<file path="src/rtl/pulse_seq_pkg.sv">
// Shared types and width helpers for the pulse-train sequence detector.
package pulse_seq_pkg;

  typedef enum logic [1:0] {
    IDLE = 2'd0,
    HIGH = 2'd1,
    LOW  = 2'd2
  } state_t;

  // Width of the rise counter: must hold 0..PULSES.
  function automatic int cw_width(input int pulses);
    return $clog2(pulses + 1);
  endfunction

  // Width of the glitch-filter hold counter: must hold 0..MIN_HOLD-1.
  function automatic int hold_width(input int min_hold);
    return $clog2(min_hold + 1);
  endfunction

  // Width of the inter-edge timer; at least one bit even when timeout is off.
  function automatic int timer_width(input int timeout);
    int w;
    w = $clog2(timeout + 1);
    return (w < 1) ? 1 : w;
  endfunction

endpackage

</file>
<file path="src/rtl/pulse_seq_fsm_if.sv">
// Signal bundle between the strobe source (master) and the detector (slave).
interface pulse_seq_fsm_if
  import pulse_seq_pkg::*;
#(
  parameter int PULSES = 2
);

  localparam int CW = cw_width(PULSES);

  logic          A;
  logic          F;
  logic          G;
  logic          Err;
  logic          Busy;
  logic [CW-1:0] Count;

  modport master (
    output A,
    input  F, G, Err, Busy, Count
  );

  modport slave (
    input  A,
    output F, G, Err, Busy, Count
  );

endinterface

</file>
<file path="src/rtl/pulse_seq_filter.sv">
// Glitch filter: A must differ from the accepted level for MIN_HOLD
// consecutive posedges before the new level is accepted.
module pulse_seq_filter
  import pulse_seq_pkg::*;
#(
  parameter int MIN_HOLD = 1
) (
  input  logic Clock,
  input  logic Reset,
  input  logic i_a,
  output logic o_filt,
  output logic o_rise_evt,
  output logic o_fall_evt
);

  localparam int HW = hold_width(MIN_HOLD);
  localparam logic [HW-1:0] LP_HOLD_LAST = HW'(MIN_HOLD - 1);

  logic          r_filt;
  logic [HW-1:0] r_hold;
  logic          w_diff;
  logic          w_accept;

  assign w_diff   = (i_a != r_filt);
  assign w_accept = w_diff && (r_hold == LP_HOLD_LAST);

  // Track the accepted level and how long A has disagreed with it.
  always_ff @(posedge Clock) begin
    if (Reset) begin
      r_filt <= 1'b0;
      r_hold <= '0;
    end else if (!w_diff) begin
      r_hold <= '0;
    end else if (w_accept) begin
      r_filt <= i_a;
      r_hold <= '0;
    end else begin
      r_hold <= r_hold + HW'(1);
    end
  end

  assign o_filt     = r_filt;
  assign o_rise_evt = w_accept &  i_a;
  assign o_fall_evt = w_accept & ~i_a;

endmodule

</file>
<file path="src/rtl/pulse_seq_fsm.sv">
// Counts PULSES filtered high pulses on A. F marks the final pulse in
// progress, G marks a completed sequence, Err flags an inter-edge timeout.
module pulse_seq_fsm
  import pulse_seq_pkg::*;
#(
  parameter int PULSES   = 2,
  parameter int MIN_HOLD = 1,
  parameter int TIMEOUT  = 0
) (
  input  logic            Clock,
  input  logic            Reset,
  pulse_seq_fsm_if.slave  bus
);

  localparam int CW = cw_width(PULSES);
  localparam int TW = timer_width(TIMEOUT);
  localparam logic [CW-1:0] LP_PULSES = CW'(PULSES);
  localparam logic [TW-1:0] LP_TLAST  = TW'((TIMEOUT > 0) ? TIMEOUT - 1 : 0);

  state_t        r_state,  w_state_nxt;
  logic [CW-1:0] r_count,  w_count_nxt;
  logic [CW-1:0] w_count_inc;
  logic          r_f,      w_f_nxt;
  logic          r_g,      w_g_nxt;
  logic          r_err,    w_err_nxt;
  logic [TW-1:0] r_timer,  w_timer_nxt;
  logic          w_rise_evt;
  logic          w_fall_evt;
  logic          w_accept;
  logic          w_expire;

  pulse_seq_filter #(
    .MIN_HOLD (MIN_HOLD)
  ) u_filter (
    .Clock      (Clock),
    .Reset      (Reset),
    .i_a        (bus.A),
    .o_filt     (),
    .o_rise_evt (w_rise_evt),
    .o_fall_evt (w_fall_evt)
  );

  assign w_accept    = w_rise_evt | w_fall_evt;
  assign w_count_inc = r_count + CW'(1);
  // An accepted edge in the expiry cycle takes priority over the abort.
  assign w_expire    = (TIMEOUT > 0) && (r_state != IDLE) && !w_accept &&
                       (r_timer == LP_TLAST);

  // State, counter, flag and timer registers; reset wins over everything.
  always_ff @(posedge Clock) begin
    if (Reset) begin
      r_state <= IDLE;
      r_count <= '0;
      r_f     <= 1'b0;
      r_g     <= 1'b0;
      r_err   <= 1'b0;
      r_timer <= '0;
    end else begin
      r_state <= w_state_nxt;
      r_count <= w_count_nxt;
      r_f     <= w_f_nxt;
      r_g     <= w_g_nxt;
      r_err   <= w_err_nxt;
      r_timer <= w_timer_nxt;
    end
  end

  // Next-state, counter and flag logic driven by filtered edge events.
  always_comb begin
    w_state_nxt = r_state;
    w_count_nxt = r_count;
    w_f_nxt     = r_f;
    w_g_nxt     = r_g;
    w_err_nxt   = 1'b0;
    w_timer_nxt = '0;

    if (w_expire) begin
      w_state_nxt = IDLE;
      w_count_nxt = '0;
      w_f_nxt     = 1'b0;
      w_err_nxt   = 1'b1;
    end else begin
      case (r_state)
        IDLE: begin
          if (w_rise_evt) begin
            w_state_nxt = HIGH;
            w_count_nxt = CW'(1);
            w_g_nxt     = 1'b0;
            w_f_nxt     = (LP_PULSES == CW'(1));
          end
        end
        HIGH: begin
          if (w_fall_evt) begin
            if (r_count == LP_PULSES) begin
              w_state_nxt = IDLE;
              w_count_nxt = '0;
              w_f_nxt     = 1'b0;
              w_g_nxt     = 1'b1;
            end else begin
              w_state_nxt = LOW;
            end
          end
        end
        LOW: begin
          if (w_rise_evt) begin
            w_state_nxt = HIGH;
            w_count_nxt = w_count_inc;
            w_f_nxt     = (w_count_inc == LP_PULSES);
          end
        end
        default: begin
          w_state_nxt = IDLE;
          w_count_nxt = '0;
          w_f_nxt     = 1'b0;
        end
      endcase
    end

    // Timer restarts on every accepted edge and whenever we land in IDLE.
    if ((TIMEOUT == 0) || (w_state_nxt == IDLE) || w_accept) begin
      w_timer_nxt = '0;
    end else begin
      w_timer_nxt = r_timer + TW'(1);
    end
  end

  assign bus.F     = r_f;
  assign bus.G     = r_g;
  assign bus.Err   = r_err;
  assign bus.Count = r_count;
  assign bus.Busy  = (r_state != IDLE);

endmodule

</file>
<file path="src/flat_wrapper.sv">
// flat-port wrapper written by rule: the top's interface ports become plain ports
module pulse_seq_fsm_flat import pulse_seq_pkg::*;
#(
  parameter int PULSES   = 2,
  parameter int MIN_HOLD = 1,
  parameter int TIMEOUT  = 0
)
  (Clock, Reset, bus_A, bus_F, bus_G, bus_Err, bus_Busy, bus_Count);
  pulse_seq_fsm_if #(.PULSES(PULSES)) bus_i ();
  input  logic Clock;
  input  logic Reset;
  input wire logic [$bits(bus_i.A)-1:0] bus_A;
  output wire logic [$bits(bus_i.F)-1:0] bus_F;
  output wire logic [$bits(bus_i.G)-1:0] bus_G;
  output wire logic [$bits(bus_i.Err)-1:0] bus_Err;
  output wire logic [$bits(bus_i.Busy)-1:0] bus_Busy;
  output wire logic [$bits(bus_i.Count)-1:0] bus_Count;
  assign bus_i.A = bus_A;
  assign bus_F = bus_i.F;
  assign bus_G = bus_i.G;
  assign bus_Err = bus_i.Err;
  assign bus_Busy = bus_i.Busy;
  assign bus_Count = bus_i.Count;
  pulse_seq_fsm #(.PULSES(PULSES), .MIN_HOLD(MIN_HOLD), .TIMEOUT(TIMEOUT)) u_core (.Clock(Clock), .Reset(Reset), .bus(bus_i));
endmodule
</file>
<file path="config.mk">
export PLATFORM = sky130hd
export DESIGN_NAME = pulse_seq_fsm_flat
export DESIGN_NICKNAME = d
export VERILOG_FILES = /design/src/rtl/pulse_seq_pkg.sv /design/src/rtl/pulse_seq_fsm_if.sv /design/src/rtl/pulse_seq_filter.sv /design/src/rtl/pulse_seq_fsm.sv /design/src/flat_wrapper.sv
export SDC_FILE = /design/constraint.sdc
export NUM_CORES = 1
export LEC_CHECK = 0
export BUFFER_PORTS_ARGS = -buffer_cell sky130_fd_sc_hd__buf_2
export CAP_MARGIN = 20
export CORE_AREA = 3 3 40 42
export DETAILED_ROUTE_END_ITERATION = 6
export DIE_AREA = 0 0 43 45
export PLACE_DENSITY_LB_ADDON = 0.08
export SLEW_MARGIN = 40
export SYNTH_ARGS = -nofsm -noshare
export SYNTH_HDL_FRONTEND = slang
export SYNTH_SLANG_ARGS = --single-unit
</file>
<file path="constraint.sdc">
create_clock -name Clock -period 1.5 [get_ports Clock]
set_input_delay 0.45 -clock Clock [delete_from_list [all_inputs] [get_ports Clock]]
set_output_delay 0.45 -clock Clock [all_outputs]
set_load 0.05 [all_outputs]
</file>
# After elaboration in Yosys (flattened, before gate mapping)
# Index checks and enable logic that the tools add are counted.
[totals]
regBits = 8
latchBits = 0
ram_bits = 0
romBits = 0
inputBits = 3
output_inout_bits = 6
mem_count = 0
[classes]
n_addsub = 2
multipliers = 0
n_div = 0
magnitude_cmp = 0
n_eq_ne = 10
shift = 0
n_mux = 16
n_bitwise = 5
n_reduce_logical = 10
[op_table]
columns = ["op", "n"]
rows = [
  ["2-bit two-way mux", 6],
  ["4-bit AND reduction", 2],
  ["2-bit == test (second input constant)", 3],
  ["1-bit two-way mux", 6],
  ["2-bit inequality test (second input constant)", 3],
  ["2-bit one-hot mux with 3 select lines", 1],
  ["2-bit by 1-bit inequality test with 1-bit output (second input constant)", 2],
  ["2-bit one-hot mux with 2 select lines", 1],
  ["2-bit AND reduction", 2],
  ["2-bit nonzero test", 2],
  ["1-bit inverter", 3],
  ["1-bit one-hot mux with 3 select lines", 1],
  ["3-bit OR reduction", 1],
  ["2-bit by 1-bit adder with 2-bit output (second input constant)", 1],
  ["1-bit AND", 2],
  ["2-bit by 1-bit == test with 1-bit output (second input constant)", 1],
  ["2-bit zero test", 1],
  ["1-bit one-hot mux with 2 select lines", 1],
  ["2-bit OR reduction", 1],
  ["1-bit adder (second input constant)", 1],
  ["1-bit logical AND", 1],
  ["1-bit inequality test", 1],
]

# Depth between registers and ports, before layout
# Gate-level depths: netlist of the first run.
[logic_depth]
word_depth = 5
mapped_depth = 5
depth_no_buf = 5

# Modules after synthesis
# From an unflattened synthesis of the first run, not the netlist that was laid out.
[unflattened]
cells_unflattened = 46
area_unflattened_um2 = 405.4
[by_module_without_submodules]
columns = ["mod", "instances", "cells_each", "area_each_um2", "seq_area_each_um2"]
rows = [
  ["pulse_seq_fsm", 1, 38, 324.1, 120.1],
  ["pulse_seq_filter", 1, 8, 81.3, 40.0],
]

# Worst setup path after synthesis of the first run
# Ideal clock, no wire load.
[synth_timing]
path_kind = "register to register"
start = "register u_core.r_count[0], in the netlist u_core.bus.Count[0]"
end = "register u_core.r_count[1], in the netlist u_core.bus.Count[1]"
setup_ns = 0.062
t_arrival_ns = 1.530
slack_ns = -0.092
stages_incl_launch_ff = 6
n_path_buf = 0
period_less_slack_ns = 1.592
cell_sequence = "dfxtp_1 -> inv_1 -> ha_1 -> and4bb_2 -> o22ai_1 -> a32o_1"
[synth_between]
elab_chain_cells = 3
[synth_lines]
columns = ["element", "line", "text"]
rows = [
  ["start: declaration", "pulse_seq_fsm.sv:21", "logic [CW-1:0] r_count, w_count_nxt;"],
  ["start signal: assignment", "pulse_seq_fsm.sv:60", "r_count <= w_count_nxt;"],
  ["2-bit by 1-bit adder with 2-bit output or 2-bit == test (tied branches)", "pulse_seq_fsm.sv:44, pulse_seq_fsm.sv:94", ""],
  ["2-bit two-way mux or 2-bit by 1-bit inequality test with 1-bit output (tied branches)", "--", ""],
  ["2-bit one-hot mux with 3 select lines or 4-bit AND reduction (tied branches)", "--", ""],
]
# Parallel ways exist; a longest one is shown, timed or not. The select of a mux whose other input is x is not followed.
# A chain may end at the register's enable or synchronous reset.

# Worst setup path after layout of the first run
[layout_timing]
start = "register u_core.r_state[0]"
end = "output bus_Busy"
[layout_between]
elab_chain_cells = 1
[layout_lines]
columns = ["element", "line", "text"]
rows = [
  ["start: declaration", "pulse_seq_fsm.sv:20", "state_t r_state, w_state_nxt;"],
  ["start signal: assignment", "pulse_seq_fsm.sv:59", "r_state <= w_state_nxt;"],
  ["2-bit nonzero test", "pulse_seq_fsm.sv:131", "assign bus.Busy = (r_state != IDLE);"],
  ["end: declaration", "flat_wrapper.sv:16", "output wire logic [$bits(bus_i.Busy)-1:0] bus_Busy;"],
]
# No other way between the ends.

==> flow_summary.ini, run 1 <==
[run_status]
status = finished, final reports clean

[clock_network]
clock-sinks = 8
clock_latency_ps = 260
htreeDepth = 1
clk_pin_slew_worst_paths_ps = 50
cts_tree = done
numCtsBuffers = 3
root_buffer = clkbuf_4
cts_max_path_buffers = 2

[critical_path]
critPathLaunchType = flip-flop
worstPathCellList = nor2_2 -> inv_1 -> buf_4
startpoint = u_core.r_state[0]
worst-path-buf-inv = 2
crit_family = flip-flops
timing.rr.start = u_core.bus.Count[0]
crit_type = reg -> out
max_stage_delay_ps = 350
worstPathRequired_ps = 1050
worstSetupEndpointType = output port
cp_data_arrival_time_ps = 940
crit_path_top_delay_cell = dfxtp_2
critPathMaxFanout = 8

[power]
power.density_mw_per_mm2 = 1060
peakVddDrop_v = 0.000657
p_leak_nw = 0.228
finalPower_uw = 548

[timing]
finalMaxSlewViolations = 0
tns_ps = 0
hold_slack_ps = 450
clock_skew_ps = 7.73
clock.fmax_mhz = 719
finalCritPeriodShare = 0.927
rsz0062_at_grt = false
setup_viol_count_final = 0
hold_viol_final = 0
period_needed_ps = 1390

[detailed_routing]
drt-total-wl_microns = 798
wl_per_cell_microns = 10.9
vias = 366
drc = 0
ant_nets = 0
viasPerCell = 5.01
drtPass1Iterations = 4
drtIter0Drc = 12

[logic_synthesis]
netlist_instances = 48
syn_avg_cell_area_sq_um = 9.05
ys_async_sr_fraction = 0
yosysUniqueCellTypes = 28
synthFlopType = dfxtp_1
ys_seq_area_frac = 0.369
ys_warn_count = 0
synth_edf_count = 0
netlist_area_sq_um = 434
ys_seq_elements = 8

[place]
io_buffers = 7
gp_congestion = 0.668
dp_hpwl_microns = 598

[floorplanning]
die_area_sq_mm = 0.00194
chipWidth_microns = 43
start_util = 0.338
ios = 9
rows = 13
core-area_sq_mm = 0.00128
die_y_microns = 45

[grt]
grt_antenna_before_repair = 0
grt_max_degree = 9
grt_use_total = 0.0986
grt_overflow = 0
grt_first_pass_wirelength_microns = 1360
grt_pass1_vias = 326

[final_layout]
area_growth_pct = 19.0
num_antenna_cells = 0
utilization = 0.402
fillCellCount = 135
layout.nets = 65
drive_gt1_frac = 0.310

[hold_path]
min_from = Reset
hold_path_class = in -> reg

[run]
maxCapViolCount = 0
==> timing repair <==
item | 4_1_cts | 5_1_grt
buffers inserted | 0 | 0
hold buffers | 0 | 0
endpoints found under the setup margin | 1 | 1
gates resized for setup | 1 | 3
==> cells in the final DEF, fill, tap and decap left out <==
cell,Yosys,routed
nand2b_1,1,1
and3b_1,1,1
nor3b_1,2,2
o21bai_1,2,2
or2b_1,1,1
nor4_1,1,1
clkbuf_4,0,3
or3b_1,1,1
nor2_1,4,3
buf_2,0,6
a32o_1,2,2
o21ai_0,1,1
nor2b_1,1,1
o22ai_1,1,1
inv_1,5,5
dfxtp_1,8,4
buf_4,1,1
a211oi_1,1,1
conb_1,1,2
and4bb_2,1,1
a221oi_1,1,1
dfxtp_2,0,4
nor3b_4,1,1
nand2_1,1,1
o211ai_1,1,1
or2_2,1,1
a21oi_1,3,3
nand3_1,1,1
nor3_1,1,1
nor2_2,0,1
ha_1,2,2
a211o_1,1,1
==> per-layer routing <==
layer  part of all wire  up-vias  routed length, microns  track usage
met3              0.081        0                      65       0.0717
met5                  0        -                       0            0
met1               0.50      159                     400        0.122
li1                   -      198                       -            -
met4                  0        0                       0       0.0181
met2               0.42        9                     332        0.141
==> cell type report <==
cell class / count / area, sq um / share of cell area
Tap cell: 15 / 18.8 / 0.0363
Sequential cell: 8 / 165 / 0.320
Timing Repair Buffer: 7 / 37.5 / 0.0726
Multi-Input combinational cell: 35 / 254 / 0.492
Clock buffer: 3 / 22.5 / 0.0436
Inverter: 5 / 18.8 / 0.0363
==> kinds of logic (layout without fill, tap and decap cells) <==
family / Yosys count / in the layout / share of synthesized area
AO/OA/AOI/OAI: 13 / 13 / 0.216
adder cells (fa/ha/maj): 2 / 2 / 0.0576
buffers and inverters: 6 / 15 / 0.0605
flip-flops: 8 / 8 / 0.369
other: 1 / 2 / 0.00864
AND/OR/NAND/NOR: 18 / 18 / 0.288
==> power by group <==
group	leakage, nW	switching [mW]	total [mW]	internal, mW
registers	0.0671	0.0208	0.251	0.230
logic	0.147	0.0869	0.135	0.0481
clock network	0.0138	0.0713	0.163	0.0914
==> metrics by stage <==
step,instances,worst slack [ps],instance area (sq um)
6_report,73,109,517
2_1_floorplan,49,104,440
3_3_place_gp,70,117,487
5_1_grt,73,38.7,517
4_1_cts,73,21.7,512
3_5_place_dp,70,102,487
==> synthesized netlist by cell type, types with 2 or more instances <==
cell type	n	area, sq um
a32o_1	2	20.0
ha_1	2	25.0
o21bai_1	2	15.0
nor2_1	4	15.0
inv_1	5	18.8
nor3b_1	2	15.0
a21oi_1	3	15.0
dfxtp_1	8	160
==> sequential cells by signal, summed over array words and instances, names as in the netlist <==
signal / count
u_core.bus.Count: 2
u_core.r_state: 2
u_core.bus.F: 1
u_core.bus.G: 1
u_core.u_filter.o_filt: 1
u_core.u_filter.r_hold: 1
==> final timing paths <==
kind              slack, ps             endpoint  cells past startpoint
hold / removal          450    u_core.r_state[1]                      2
setup / recovery        110             bus_Busy                      3
setup reg to reg        190  u_core.bus.Count[1]                      5
hold reg to reg         470         u_core.bus.G                      2
No activity file was read; power rests on OpenSTA's default activity.
==> run 2: changes to the inputs <==
clock period = 1.1 ns   (was 1.5 ns; I/O delays follow)
==> run 2 against run 1 <==
  * Count of clock-buffer cells in the layout is 1 higher
  * Cell count grew 22%
  * Total power increased by 74%
  * Hold slack got worse by 68 ps
  * Final area grew 46%
  * The run now ends with negative setup slack left
  * Sequential share of layout area decreased by 8.3 points
  * Combinational power rose to 2.7 times the previous value
  * Global-route usage up 3.7 points
  * Critical path type unchanged
  * Die area stayed put
  * Non-clock buffer count is 15 higher
  * Clock power increased by 55%
  * Wire length up 40%
==> flow_summary.ini, run 2 (synthesis gave the netlist of run 1 again) <==
[critical_path]
worstPathCellList = nor2_4 -> inv_2 -> buf_6
cp_data_arrival_time_ps = 910
critPathMaxFanout = 4
crit_type = reg -> out
worstPathRequired_ps = 770
max_stage_delay_ps = 360
crit_path_top_delay_cell = dfxtp_4
critPathLaunchType = flip-flop
worstSetupEndpointType = output port

[clock_network]
cts_max_path_buffers = 2
clock_latency_ps = 260
root_buffer = clkbuf_4
clk_pin_slew_worst_paths_ps = 60
htreeDepth = 1
clock-sinks = 8
numCtsBuffers = 3
cts_hold_buffers = 0
cts_tree = done

[timing]
finalMaxSlewViolations = 0
finalCritPeriodShare = 1.13
fin_ws_ps = -139
tns_ps = -614
hold_viol_final = 0
clock.fmax_mhz = 807
hold_slack_ps = 382
clock_skew_ps = 4.01
rsz0062_at_grt = true
setup_viol_count_final = 6
period_needed_ps = 1240

[power]
finalPower_uw = 955
power_frac_clock = 0.264
pwr-share-comb = 0.380
peakVddDrop_v = 0.000630
swShare = 0.329
seqPwrFrac = 0.356
p_leak_nw = 0.328
p_sw_uw = 314
power.density_mw_per_mm2 = 1260
internal_power_uw = 641

[final_layout]
num_antenna_cells = 0
drive_gt1_frac = 0.595
final_common_cell = buf_4
stdcell_count = 89
layout.nets = 80
final_cell_mix = buf_4, buf_6, dfxtp_4
fillCellCount = 126
area_growth_pct = 74.4

[grt]
grt_use_total = 0.135
grt_antenna_before_repair = 0
grt_pass1_vias = 466
grt_overflow = 0
grt_max_degree = 9
grt_first_pass_wirelength_microns = 1940

[run_status]
violations = negative setup slack
status = finished, violations left

[floorplanning]
die_y_microns = 45
rows = 13
chipWidth_microns = 43
ios = 9
die_area_sq_mm = 0.00194
core-area_sq_mm = 0.00128
start_util = 0.338

[detailed_routing]
met1_length_microns = 497
met3RoutedLength_microns = 39
highest_layer = met4
viasPerCell = 4.88
ant_nets = 0
drtIter0Drc = 1
vias = 434
drtPass1Iterations = 2
drc = 0
wl_per_cell_microns = 12.6
drt-total-wl_microns = 1120
route.met2.wl_microns = 562

[place]
io_buffers = 7
gp_congestion = 0.874
dp.cells = 80
dp_hpwl_microns = 795

[hold_path]
hold_path_class = in -> reg

[run]
maxCapViolCount = 0
## run 2: critical path: cells and delay by family, from the launching register on
kind	cells	cell delay, ps
flip-flops	1	360
buffers and inverters	2	180
AND/OR/NAND/NOR	1	110
## run 2: final timing paths
check                                    endpoint  slack (ps)  cells after the start                 from
worst max-delay path                     bus_Busy        -140                      3    u_core.r_state[1]
worst min-delay path            u_core.r_state[1]         380                      3                Reset
worst max register to register       u_core.bus.F        -110                      5  u_core.bus.Count[0]
worst min register to register       u_core.bus.G         470                      2         u_core.bus.G
## run 2: through the flow
step	setup slack [ps]	cell area (sq um)	utilization
final	-139	757	0.589
after global routing	-196	757	0.589
after CTS	-141	753	0.586
after detailed placement	-117	588	0.458
after global placement	-94.4	588	0.458
after floorplan	-171	467	-
## run 2: layout make-up
type	count	area, sq um	area share
multi-input cells	35	302	0.398
repair buffers	22	210	0.278
flip-flops and latches	8	179	0.236
clock buffers	4	26.3	0.0347
inverters	5	21.3	0.0281
well taps	15	18.8	0.0248
## run 2: layer usage
metal  vias to the layer above  global-route usage
met4                         0              0.0723
met3                         3              0.0359
met5                         -                   0
met1                       201               0.153
li1                        222                   -
met2                         8               0.234
## run 2: power groups by stage
stage          clock (mW)  combinational (mW)  sequential [mW]
2_1_floorplan           0               0.123            0.385
3_3_place_gp            0               0.248            0.343
3_5_place_dp            0               0.252            0.345
4_1_cts             0.262               0.360            0.340
5_1_grt             0.282               0.390            0.342
6_report            0.252               0.363            0.340
## run 2: what timing repair did
item	in CTS	in global routing
setup endpoints to repair	10	10
endpoints found under the hold margin	0	0
resized for setup	29	1
setup buffers	5	0
pin swaps	6	1
